## src/rtl/elm_pkg.sv

```systemverilog
// ---------------------------------------------------------------------------
// elm_pkg -- shared definitions for the Elm configuration sequencer.
//
// Contents:
//   - datapath / config-word widths
//   - config word layout (conf_t) and select bundle layout (sel_t)
//   - sequencer state enum
//   - allowed range of the write latency
// ---------------------------------------------------------------------------
package elm_pkg;

  localparam int DATA_WIDTH  = 16;   // Elm datapath width
  localparam int CONF_WIDTH  = 32;   // config word width (layout is fixed)
  localparam int SEL_WIDTH   = 16;   // select bundle width
  localparam int REP_WIDTH   = 8;    // repeat-count field width
  localparam int CONF_USED_W = 27;   // bits [26:0] carry meaning, [31:27] reserved

  // Config word field offsets
  localparam int SEL_LSB   = 0;
  localparam int REP_LSB   = 16;
  localparam int INC_R_BIT = 24;
  localparam int INC_W_BIT = 25;
  localparam int LAST_BIT  = 26;

  // Select bundle field offsets
  localparam int M_MUX1_LSB = 0;
  localparam int M_MUX2_LSB = 2;
  localparam int A_MUX1_BIT = 4;
  localparam int A_MUX2_LSB = 5;
  localparam int A1_BIT     = 7;
  localparam int A2_BIT     = 8;
  localparam int V_LINE_LSB = 9;
  localparam int H_LINE_LSB = 11;
  localparam int RAM_I_LSB  = 13;
  localparam int WE_BIT     = 15;

  // Write latency bounds
  localparam int WRLAT_MIN = 1;
  localparam int WRLAT_MAX = 7;

  // Select bundle, MSB first (matches the offsets above)
  typedef struct packed {
    logic       we;
    logic [1:0] ram_i;
    logic [1:0] h_line;
    logic [1:0] v_line;
    logic       a2;
    logic       a1;
    logic [1:0] a_mux2;
    logic       a_mux1;
    logic [1:0] m_mux2;
    logic [1:0] m_mux1;
  } sel_t;

  // Meaningful part of a config word, MSB first (bits [26:0])
  typedef struct packed {
    logic                 last;
    logic                 inc_w;
    logic                 inc_r;
    logic [REP_WIDTH-1:0] rep;
    sel_t                 sel;
  } conf_t;

  typedef enum logic [1:0] {
    ST_IDLE  = 2'd0,
    ST_FETCH = 2'd1,
    ST_RUN   = 2'd2,
    ST_DRAIN = 2'd3
  } state_t;

endpackage

```

## src/rtl/elm_seq_dly.sv

```systemverilog
// ---------------------------------------------------------------------------
// elm_seq_dly -- DEPTH-stage shift register with synchronous clear.
// Carries the write controls so each write lines up with the Elm pipeline.
//
// Ports:
//   clk   in   clock
//   i_clr in   synchronous clear of every stage
//   i_d   in   W  data entering stage 0
//   o_q   out  W  data leaving the last stage (DEPTH cycles after i_d)
// ---------------------------------------------------------------------------
module elm_seq_dly #(
  parameter int W     = 9,
  parameter int DEPTH = 2
) (
  input  logic         clk,
  input  logic         i_clr,
  input  logic [W-1:0] i_d,
  output logic [W-1:0] o_q
);

  logic [W-1:0] r_sr [DEPTH];

  always_ff @(posedge clk) begin
    if (i_clr) begin
      for (int i = 0; i < DEPTH; i++) begin
        r_sr[i] <= '0;
      end
    end else begin
      r_sr[0] <= i_d;
      for (int i = 1; i < DEPTH; i++) begin
        r_sr[i] <= r_sr[i-1];
      end
    end
  end

  assign o_q = r_sr[DEPTH-1];

endmodule

```

## src/rtl/elm_seq.sv

```systemverilog
// ---------------------------------------------------------------------------
// elm_seq -- configuration-driven sequencer for one Elm processing element.
//
// A local config memory holds micro-words. After start, each word is fetched
// (one bubble cycle), then executed rep+1 times, driving the Elm selects and
// data-memory addresses. Write enable / write address go through a WrLat-deep
// delay line so each write lands on the data computed for its step.
//
// Optional feature: define ELM_SEQ_PERF_EN to get a saturating busy-cycle
// counter on perf_cnt; otherwise perf_cnt is tied to 0.
//
// Ports:
//   clk, rst            clock, synchronous active-high reset
//   start, pc_base      begin program at pc_base (sampled only in IDLE)
//   r_base, w_base      initial read / write addresses
//   abort               stop issuing, then drain pending writes
//   cfg_we/waddr/wdata  config memory write port (accepted only in IDLE)
//   busy, done          busy FETCH..DRAIN; done pulses on return to IDLE
//   cfg_err             sticky: config write attempted while busy
//   sel_o               Elm select bundle (sel_t layout)
//   r_addr              Elm read address
//   w_addr, we_ram      Elm write address / enable, delayed by WrLat
//   perf_cnt            busy-cycle counter
//   dbg_state           current sequencer state (state_t encoding)
//
// Control inputs are single-cycle level samples, not handshakes: start is
// acted on only when the sequencer is IDLE and is silently ignored otherwise;
// cfg_we is accepted only in IDLE, and a cfg_we while busy is dropped and
// flagged on cfg_err.
// ---------------------------------------------------------------------------
module elm_seq
  import elm_pkg::*;
#(
  parameter int AddrDMEM  = 8,
  parameter int AddrCMEM  = 6,
  parameter int ConfWidth = 32,
  parameter int WrLat     = 2
) (
  input  logic                 clk,
  input  logic                 rst,
  input  logic                 start,
  input  logic [AddrCMEM-1:0]  pc_base,
  input  logic [AddrDMEM-1:0]  r_base,
  input  logic [AddrDMEM-1:0]  w_base,
  input  logic                 abort,
  input  logic                 cfg_we,
  input  logic [AddrCMEM-1:0]  cfg_waddr,
  input  logic [ConfWidth-1:0] cfg_wdata,
  output logic                 busy,
  output logic                 done,
  output logic                 cfg_err,
  output logic [15:0]          sel_o,
  output logic [AddrDMEM-1:0]  r_addr,
  output logic [AddrDMEM-1:0]  w_addr,
  output logic                 we_ram,
  output logic [15:0]          perf_cnt,
  output logic [1:0]           dbg_state
);

  if (WrLat < WRLAT_MIN || WrLat > WRLAT_MAX) begin : g_bad_wrlat
    $error("elm_seq: WrLat out of range 1..7");
  end
  if (ConfWidth != CONF_WIDTH) begin : g_bad_conf
    $error("elm_seq: ConfWidth must be 32");
  end

  localparam logic [2:0] DRAIN_LAST = 3'(WrLat - 1);

  state_t              r_state;
  state_t              w_state_nxt;
  logic [AddrCMEM-1:0] r_pc;
  logic [AddrDMEM-1:0] r_raddr;
  logic [AddrDMEM-1:0] r_wcnt;
  logic [REP_WIDTH-1:0] r_cnt;
  logic [2:0]          r_drain_cnt;
  logic                r_done;
  logic                r_cfg_err;
  conf_t               r_word;
  logic [CONF_USED_W-1:0] r_cmem [2**AddrCMEM];

  sel_t                w_sel;
  logic                w_issue_we;
  logic                w_last_step;
  logic                w_prog_end;
  logic                w_drain_exit;
  logic                w_cfg_ok;
  logic                w_unused_rsvd;
  logic [AddrDMEM:0]   w_dly_in;
  logic [AddrDMEM:0]   w_dly_out;

  // Reserved config bits are never stored.
  assign w_unused_rsvd = ^cfg_wdata[ConfWidth-1:CONF_USED_W];

  assign w_cfg_ok    = cfg_we && (r_state == ST_IDLE);
  assign w_last_step = (r_cnt == r_word.rep);
  // Running off the end of config memory ends the program like a last word.
  assign w_prog_end  = r_word.last || (r_pc == '1);

  // ---------------------------------------------------------------------
  // Next-state and per-cycle issue
  // ---------------------------------------------------------------------
  always_comb begin
    w_state_nxt  = r_state;
    w_sel        = '0;
    w_issue_we   = 1'b0;
    w_drain_exit = 1'b0;
    case (r_state)
      ST_IDLE: begin
        if (start) w_state_nxt = ST_FETCH;
      end
      ST_FETCH: begin
        w_state_nxt = abort ? ST_DRAIN : ST_RUN;
      end
      ST_RUN: begin
        w_sel      = r_word.sel;
        w_issue_we = r_word.sel.we;
        if (abort) begin
          w_state_nxt = ST_DRAIN;
        end else if (w_last_step) begin
          w_state_nxt = w_prog_end ? ST_DRAIN : ST_FETCH;
        end
      end
      ST_DRAIN: begin
        if (r_drain_cnt == DRAIN_LAST) begin
          w_state_nxt  = ST_IDLE;
          w_drain_exit = 1'b1;
        end
      end
      default: w_state_nxt = ST_IDLE;
    endcase
  end

  // ---------------------------------------------------------------------
  // State, program counter, address counters, status
  // ---------------------------------------------------------------------
  always_ff @(posedge clk) begin
    if (rst) begin
      r_state     <= ST_IDLE;
      r_pc        <= '0;
      r_raddr     <= '0;
      r_wcnt      <= '0;
      r_cnt       <= '0;
      r_drain_cnt <= '0;
      r_done      <= 1'b0;
      r_cfg_err   <= 1'b0;
    end else begin
      r_state <= w_state_nxt;
      r_done  <= w_drain_exit;

      if (cfg_we && (r_state != ST_IDLE)) r_cfg_err <= 1'b1;

      if (r_state == ST_DRAIN) r_drain_cnt <= r_drain_cnt + 3'd1;
      else                     r_drain_cnt <= '0;

      case (r_state)
        ST_IDLE: begin
          if (start) begin
            r_pc      <= pc_base;
            r_raddr   <= r_base;
            r_wcnt    <= w_base;
            r_cfg_err <= 1'b0;
          end
        end
        ST_FETCH: begin
          r_cnt <= '0;
        end
        ST_RUN: begin
          // The step issued this cycle uses the current addresses; advance after.
          if (r_word.inc_r) r_raddr <= r_raddr + 1'b1;
          if (r_word.inc_w) r_wcnt  <= r_wcnt + 1'b1;
          r_cnt <= r_cnt + 1'b1;
          if (!abort && w_last_step && !w_prog_end) r_pc <= r_pc + 1'b1;
        end
        default: ;
      endcase
    end
  end

  // ---------------------------------------------------------------------
  // Config memory: single write port, synchronous read in FETCH.
  // Contents are deliberately not reset.
  // ---------------------------------------------------------------------
  always_ff @(posedge clk) begin
    if (w_cfg_ok) r_cmem[cfg_waddr] <= cfg_wdata[CONF_USED_W-1:0];
    if (r_state == ST_FETCH) r_word <= conf_t'(r_cmem[r_pc]);
  end

  // ---------------------------------------------------------------------
  // Write delay line: {issue we, write counter}. Reset flushes pending writes.
  // ---------------------------------------------------------------------
  assign w_dly_in = {w_issue_we, r_wcnt};

  elm_seq_dly #(
    .W     (AddrDMEM + 1),
    .DEPTH (WrLat)
  ) u_dly (
    .clk   (clk),
    .i_clr (rst),
    .i_d   (w_dly_in),
    .o_q   (w_dly_out)
  );

  // ---------------------------------------------------------------------
  // Optional busy-cycle counter
  // ---------------------------------------------------------------------
`ifdef ELM_SEQ_PERF_EN
  logic [15:0] r_perf;
  always_ff @(posedge clk) begin
    if (rst) begin
      r_perf <= '0;
    end else if ((r_state == ST_IDLE) && start) begin
      r_perf <= '0;
    end else if ((r_state != ST_IDLE) && (r_perf != 16'hFFFF)) begin
      r_perf <= r_perf + 16'd1;
    end
  end
  assign perf_cnt = r_perf;
`else
  assign perf_cnt = 16'd0;
`endif

  assign busy      = (r_state != ST_IDLE);
  assign done      = r_done;
  assign cfg_err   = r_cfg_err;
  assign sel_o     = w_sel;
  assign r_addr    = r_raddr;
  assign we_ram    = w_dly_out[AddrDMEM];
  assign w_addr    = w_dly_out[AddrDMEM-1:0];
  assign dbg_state = r_state;

endmodule

```

## config.mk

```make
export PLATFORM = sky130hd
export DESIGN_NAME = elm_seq
export DESIGN_NICKNAME = d
export VERILOG_FILES = /design/src/rtl/elm_pkg.sv /design/src/rtl/elm_seq_dly.sv /design/src/rtl/elm_seq.sv
export SDC_FILE = /design/constraint.sdc
export NUM_CORES = 2
export LEC_CHECK = 0
export BUFFER_PORTS_ARGS = -buffer_cell sky130_fd_sc_hd__buf_2
export CAP_MARGIN = 30
export CORE_UTILIZATION = 50
export DETAILED_ROUTE_END_ITERATION = 6
export PLACE_DENSITY = 0.75
export SLEW_MARGIN = 20
export SYNTH_ARGS = -nofsm -noshare
export SYNTH_HDL_FRONTEND = slang
export SYNTH_SLANG_ARGS = --single-unit
```

## constraint.sdc

```tcl
create_clock -name clk -period 4.81 [get_ports clk]
set_clock_uncertainty 0.1 [all_clocks]
set_input_delay 0.2405 -clock clk [delete_from_list [all_inputs] [get_ports clk]]
set_output_delay 0.2405 -clock clk [all_outputs]
set_load 0.03 [all_outputs]
```

# ---- Yosys cells after proc, flatten, opt, wreduce, memory -nomap -nowiden
# Memories as Yosys holds them, arrays and structs flattened. A register that Yosys moved wholly into a read port is not among the register bits.
# Index checks and enable logic that the tools add are counted.
dict set report totals {
  reg_bits 37
  ramBits 1746
  word_cells 76
  n_memories 2
}
# name depth width rd rd_clocked_by_memory_dff wr line_no
set memory_table {}
lappend memory_table {r_cmem 64 27 1 1 1 elm_seq.sv:79} ;# logic [CONF_USED_W-1:0] r_cmem [2**AddrCMEM];
lappend memory_table {u_dly.r_sr 2 9 2 0 2 elm_seq_dly.sv:21} ;# logic [W-1:0] r_sr [DEPTH];
dict set report classes {
  n_addsub 5
  n_eq_ne 12
  mux 30
  bitwise 3
  n_reduce_logical 16
}
# cell count
set ops {}
lappend ops {{one-hot mux 8 bit (2 select lines)} 3}
lappend ops {{two-way mux 8 bit} 4}
lappend ops {{adder 8 x 1 -> 8 bit (second input constant)} 3}
lappend ops {{two-way mux 9 bit} 2}
lappend ops {{two-way mux 16 bit} 1}
lappend ops {{two-way mux 6 bit} 2}
lappend ops {{one-hot mux 6 bit (2 select lines)} 1}
lappend ops {{AND reduction 3 bit} 4}
lappend ops {{two-way mux 1 bit} 11}
lappend ops {{two-way mux 2 bit} 5}
lappend ops {{inequality test 2 bit (second input constant)} 5}
lappend ops {{== test 8 bit} 1}
lappend ops {{one-hot mux 2 bit (4 select lines)} 1}
lappend ops {{adder 6 x 1 -> 6 bit (second input constant)} 1}
lappend ops {{== test 6 bit (second input constant)} 1}
lappend ops {{nonzero test 2 bit} 3}
lappend ops {{== test 2 bit (second input constant)} 2}
lappend ops {{logical AND 1 bit} 4}
lappend ops {{adder 3 x 1 -> 3 bit (second input constant)} 1}
lappend ops {{== test 3 x 1 -> 1 bit (second input constant)} 1}
lappend ops {{inequality test 3 bit (second input constant)} 1}
lappend ops {{== test 2 x 1 -> 1 bit (second input constant)} 1}
lappend ops {{logical NOT 1 bit} 2}
lappend ops {{logical NOT 2 bit} 1}
lappend ops {{other kinds (4)} 5}

# ---- Depth between registers and ports, before layout
dict set report depth {
  word_depth 6
  depth_mapped 9
  ltp_nobuf 7
}

# ---- Modules after synthesis
# A second synthesis with hierarchy kept.
dict set report unflattened {
  cells_unflattened 3257
  hier_area_um2 69571.7
}
# module n_inst cells_each area_per_inst_um2
set modules_own_cells {}
lappend modules_own_cells {elm_seq 1 3211 69014.9}
lappend modules_own_cells {elm_seq_dly 1 46 556.8}

# ---- Worst setup path after synthesis
# OpenSTA, ideal clock, no wires.
dict set report synth_timing {
  path_kind {reg-to-reg}
  startpoint {register r_state[0] (netlist: dbg_state[0])}
  endpoint {memory r_cmem[24][0] (enable)}
  setup_ns 0.480
  arrival_time_ns 4.046
  required_time_ns 4.230
  setup_slack_ns 0.184
  path_stages_with_launch 7
  path_buffers 1
  path_cell_list {dfxtp_1 > inv_1 > ha_1 > and2_1 > clkbuf_1 > nand4b_1 > nor4_1}
}
dict set report synth_between {
  elab_chain_cells 4
}
# element line_no
set synth_lines {}
lappend synth_lines {{from (decl)} elm_seq.sv:69} ;# state_t r_state;
lappend synth_lines {{from (signal assigned)} elm_seq.sv:147} ;# r_state <= w_state_nxt;
lappend synth_lines {{logical NOT 2 bit} elm_seq.sv:94} ;# assign w_cfg_ok = cfg_we && (r_state == ST_IDLE);
lappend synth_lines {{logical AND 1 bit} elm_seq.sv:94}
lappend synth_lines {{two-way mux 1 bit} elm_seq.sv:184} ;# if (w_cfg_ok) r_cmem[cfg_waddr] <= cfg_wdata[CONF_USED_W-1:0];
lappend synth_lines {{two-way mux 1 bit (not written as such)} elm_seq.sv:184}
lappend synth_lines {{to (decl)} elm_seq.sv:79}
# No other way between the ends.

==> summary.md <==
| Metric | Value |
|---|---|
| Status | `complete, no violations` |
| VDD IR max | `0.375 mV` |
| Worst skew pair latency | `0.80 ns` |
| Average vias per placed instance | `6.37` |
| Power per cell area | `497 nW/um^2` |
| Cell Rows | `136` |
| Async set-reset flop share out of synthesis | `0` |
| Width of the die | `375 um` |
| Antenna-violating nets left | `0` |
| # setup viols final | `0` |
| Crit-path max cell delay | `0.80 ns` |
| CP Data Required Time | `5.23 ns` |
| Crit path buf inv count | `2` |
| Inserted Clock Buffers | `174` |
| Max cap viols | `0` |
| Fin. max-slew vios | `0` |
| Final Hold Viols | `0` |
| Initial antenna violation count | `13` |
| GPL Wtd Cong | `0.830` |
| Hold Path Class | `primary input to flip-flop` |
| Most common library cell in the layout ignoring fill and taps | `edfxtp_1` |
| Fin crit share | `0.739` |
| Die H | `375 um` |
| First-pass GRT wire length | `243 mm` |
| Crit. End Element | `flip-flop` |
| Grt total ovfl | `0` |
| Vias in the first global route | `34,888` |
| Via count | `35,160` |
| Post-Syn Instances | `3,317` |
| Data arrival, critical path | `3.97 ns` |
| CTS tree | `yes` |
| Slew @ Worst Pin | `1.02 ns` |
| Core area | `138,000 sq um` |
| Mean Syn Cell Area | `21.0 sq um` |
| DRC Markers | `0` |
| Clock-pin slew on the worst setup and hold paths | `0.06 ns` |
| Crit Path Category | `flip-flop to flip-flop` |
| Final Routed Wirelength | `171 mm` |
| Hpwl dp | `94.7 mm` |
| Post-synth EDFFs | `1,755` |
| Total number of yosys warnings | `0` |
| Global Route Usage Sum | `0.241` |
| I/O Buffers | `97` |
| Resize count post-CTS | `0` |
| Placed Area | `73,100 sq um` |
| Post-layout min period | `3.55 ns` |
| Slew margin rel. | `0.321` |
| Top delay family on crit path | `buffers and inverters` |
| Design area | `79,400 sq um` |
| Worst-path maximum fanout | `26` |
| CP cell instances | `buf_4 > buf_4 > mux2i_1 > o22ai_1 > a21oi_1 > o21ai_0` |
| Slowest-stage cell, CP | `dfxtp_4` |
| DRT Pass-1 Iters | `6` |
| Layout Nets | `3,653` |
| Largest net degree at the start of global routing | `81` |
| Average wire per cell in the routed design | `30.9 um` |
| Most frequent cells in the layout | `1,755 x edfxtp_1, 361 x mux4_2, 191 x mux2i_1` |
| Yosys top cell by area | `edfxtp_1` |
| CTS root buffer | `clkbuf_16` |
| Area growth syn-to-layout | `13.9%` |
| Setup repair after global routing missed its margin | `false` |
| #FFs+latches synth | `1,810` |
| Most used DFF post-synth | `edfxtp_1` |
| Violation count after the first detailed-routing iteration | `4,708` |
| Leakage dissipation | `24.7 nW` |
| Top cells by area, synth | `edfxtp_1 76%, mux4_2 12%, mux2i_1 2.7%, dfxtp_1 1.6%, o221ai_1 0.74%` |
| Cell repeated most along the worst path | `buf_4` |
| Boundary pin count | `119` |
| Seq/Total Area, Yosys | `0.772` |
| Post-route setup TNS | `0 ns` |
| Initial Util | `0.505` |
| Post-synthesis cell type count | `57` |
| CTS Buffer Depth | `3` |
| Max Freq | `281 MHz` |
| Startpoint Class | `flip-flop` |
| Yosys top cell area share | `0.757` |
| # fillers | `9,527` |
| Clk sinks | `1,810` |
| Post-Syn Area | `69,700 sq um` |
| Fraction of layout cells with a size suffix above 1 | `0.260` |
| Die Area | `141,000 sq um` |
| H-tree levels | `4` |
==> per-layer routing <==
metal  routed length, um  track usage
met5                 105            0
met4                6890        0.100
met3               18100       0.0596
met2               81600        0.382
met1               64000        0.322
==> flip-flops by register name, indices dropped and copies added, names as in the netlist <==
name,flops
dbg_state,2
r_addr,8
r_cmem,1728
r_word,27
r_drain_cnt,3
r_wcnt,8
done,1
u_dly.r_sr,18
r_pc,6
cfg_err,1
r_cnt,8
==> metrics by stage <==
step	setup slack, ns	hold slack [ns]	power, mW	utilization	cells
final	1.26	0.0234	39.5	0.576	5518
after global routing	1.15	0.0354	40.6	0.576	5515
after CTS	1.35	0.00976	39.5	0.574	5504
after detailed placement	1.42	0.323	26.3	0.531	5143
after global placement	1.40	0.317	26.2	0.528	5127
after floorplan	0.184	0.239	23.6	-	3332
==> cell families (layout without fill, tap and decap cells) <==
group	Yosys count	after routing	share of synthesized area
DFF	1810	1810	0.772
xor gates and xnor gates	13	13	0.00163
adders and majority gates	11	11	0.00198
muxes	583	583	0.149
other	1	21	0.0000538
AOI/OAI and AO/OA	373	373	0.0384
and+or+nand+nor	292	292	0.0205
buffers and inverters	234	621	0.0159
==> final timing paths <==
check	start	to	slack (ns)	cells past startpoint
setup / recovery	r_pc[0]$_SDFFE_PP0P_	r_word[2]$_DFFE_PN_	1.26	6
hold / removal	cfg_wdata[18]	r_cmem[55][18]$_DFFE_PP_	0.02	2
setup reg to reg	r_pc[0]$_SDFFE_PP0P_	r_word[2]$_DFFE_PN_	1.26	6
hold reg to reg	u_dly.r_sr[0][1]$_SDFF_PP0_	u_dly.r_sr[0][10]$_SDFF_PP0_	0.34	1
==> what timing repair did <==
| action | CTS | global route |
|---|---|---|
| buffers inserted | 0 | 0 |
| hold buffers | 43 | 0 |
| endpoints found under the hold margin | 153 | 0 |
==> cells in the mapped netlist (4+ instances only) <==
cell	n
edfxtp_1	1755
mux4_2	361
mux2i_1	191
clkbuf_1	105
nor2_1	91
nand2_1	68
buf_2	67
o221ai_1	59
a21oi_1	56
dfxtp_1	55
o21ai_0	52
a221oi_1	40
o22ai_1	39
buf_4	36
a22oi_1	32
mux2_2	31
nor2b_1	29
a211oi_1	26
and2_1	24
and3_1	20
a22o_1	17
o22a_1	16
buf_1	13
nand3_1	12
ha_1	11
nor3_1	11
a31o_2	10
inv_1	10
xnor2_1	9
nand3b_1	8
a21o_1	5
nand2b_1	5
nand4_1	5
or2_2	5
o21a_1	4
or3b_2	4
xor2_1	4
==> layout make-up <==
cell class	count	area [sq um]	share of cell area
inverter	12	46.3	0.000583
antenna	5	12.5	0.000158
clock buffer	229	4560	0.0575
multi-input combinational	1288	15100	0.190
clock inverter	89	1000	0.0126
tap	1794	2240	0.0283
timing repair buffer	291	2560	0.0322
sequential	1810	53800	0.678
==> report_power, final <==
group          internal [mW]  switching [mW]
clock network           7.41            5.89
logic                   3.40            4.71
registers               17.7           0.353
==> worst register-to-register path, delay by kind of cell, from the launching register on <==
kind	cells	cell delay [ns]
buffers and inverters	2	1.06
AO/OA/AOI/OAI	3	0.97
flip-flops	1	0.80
multiplexers	1	0.34
Note: power is estimated with default switching activity, not from simulation.
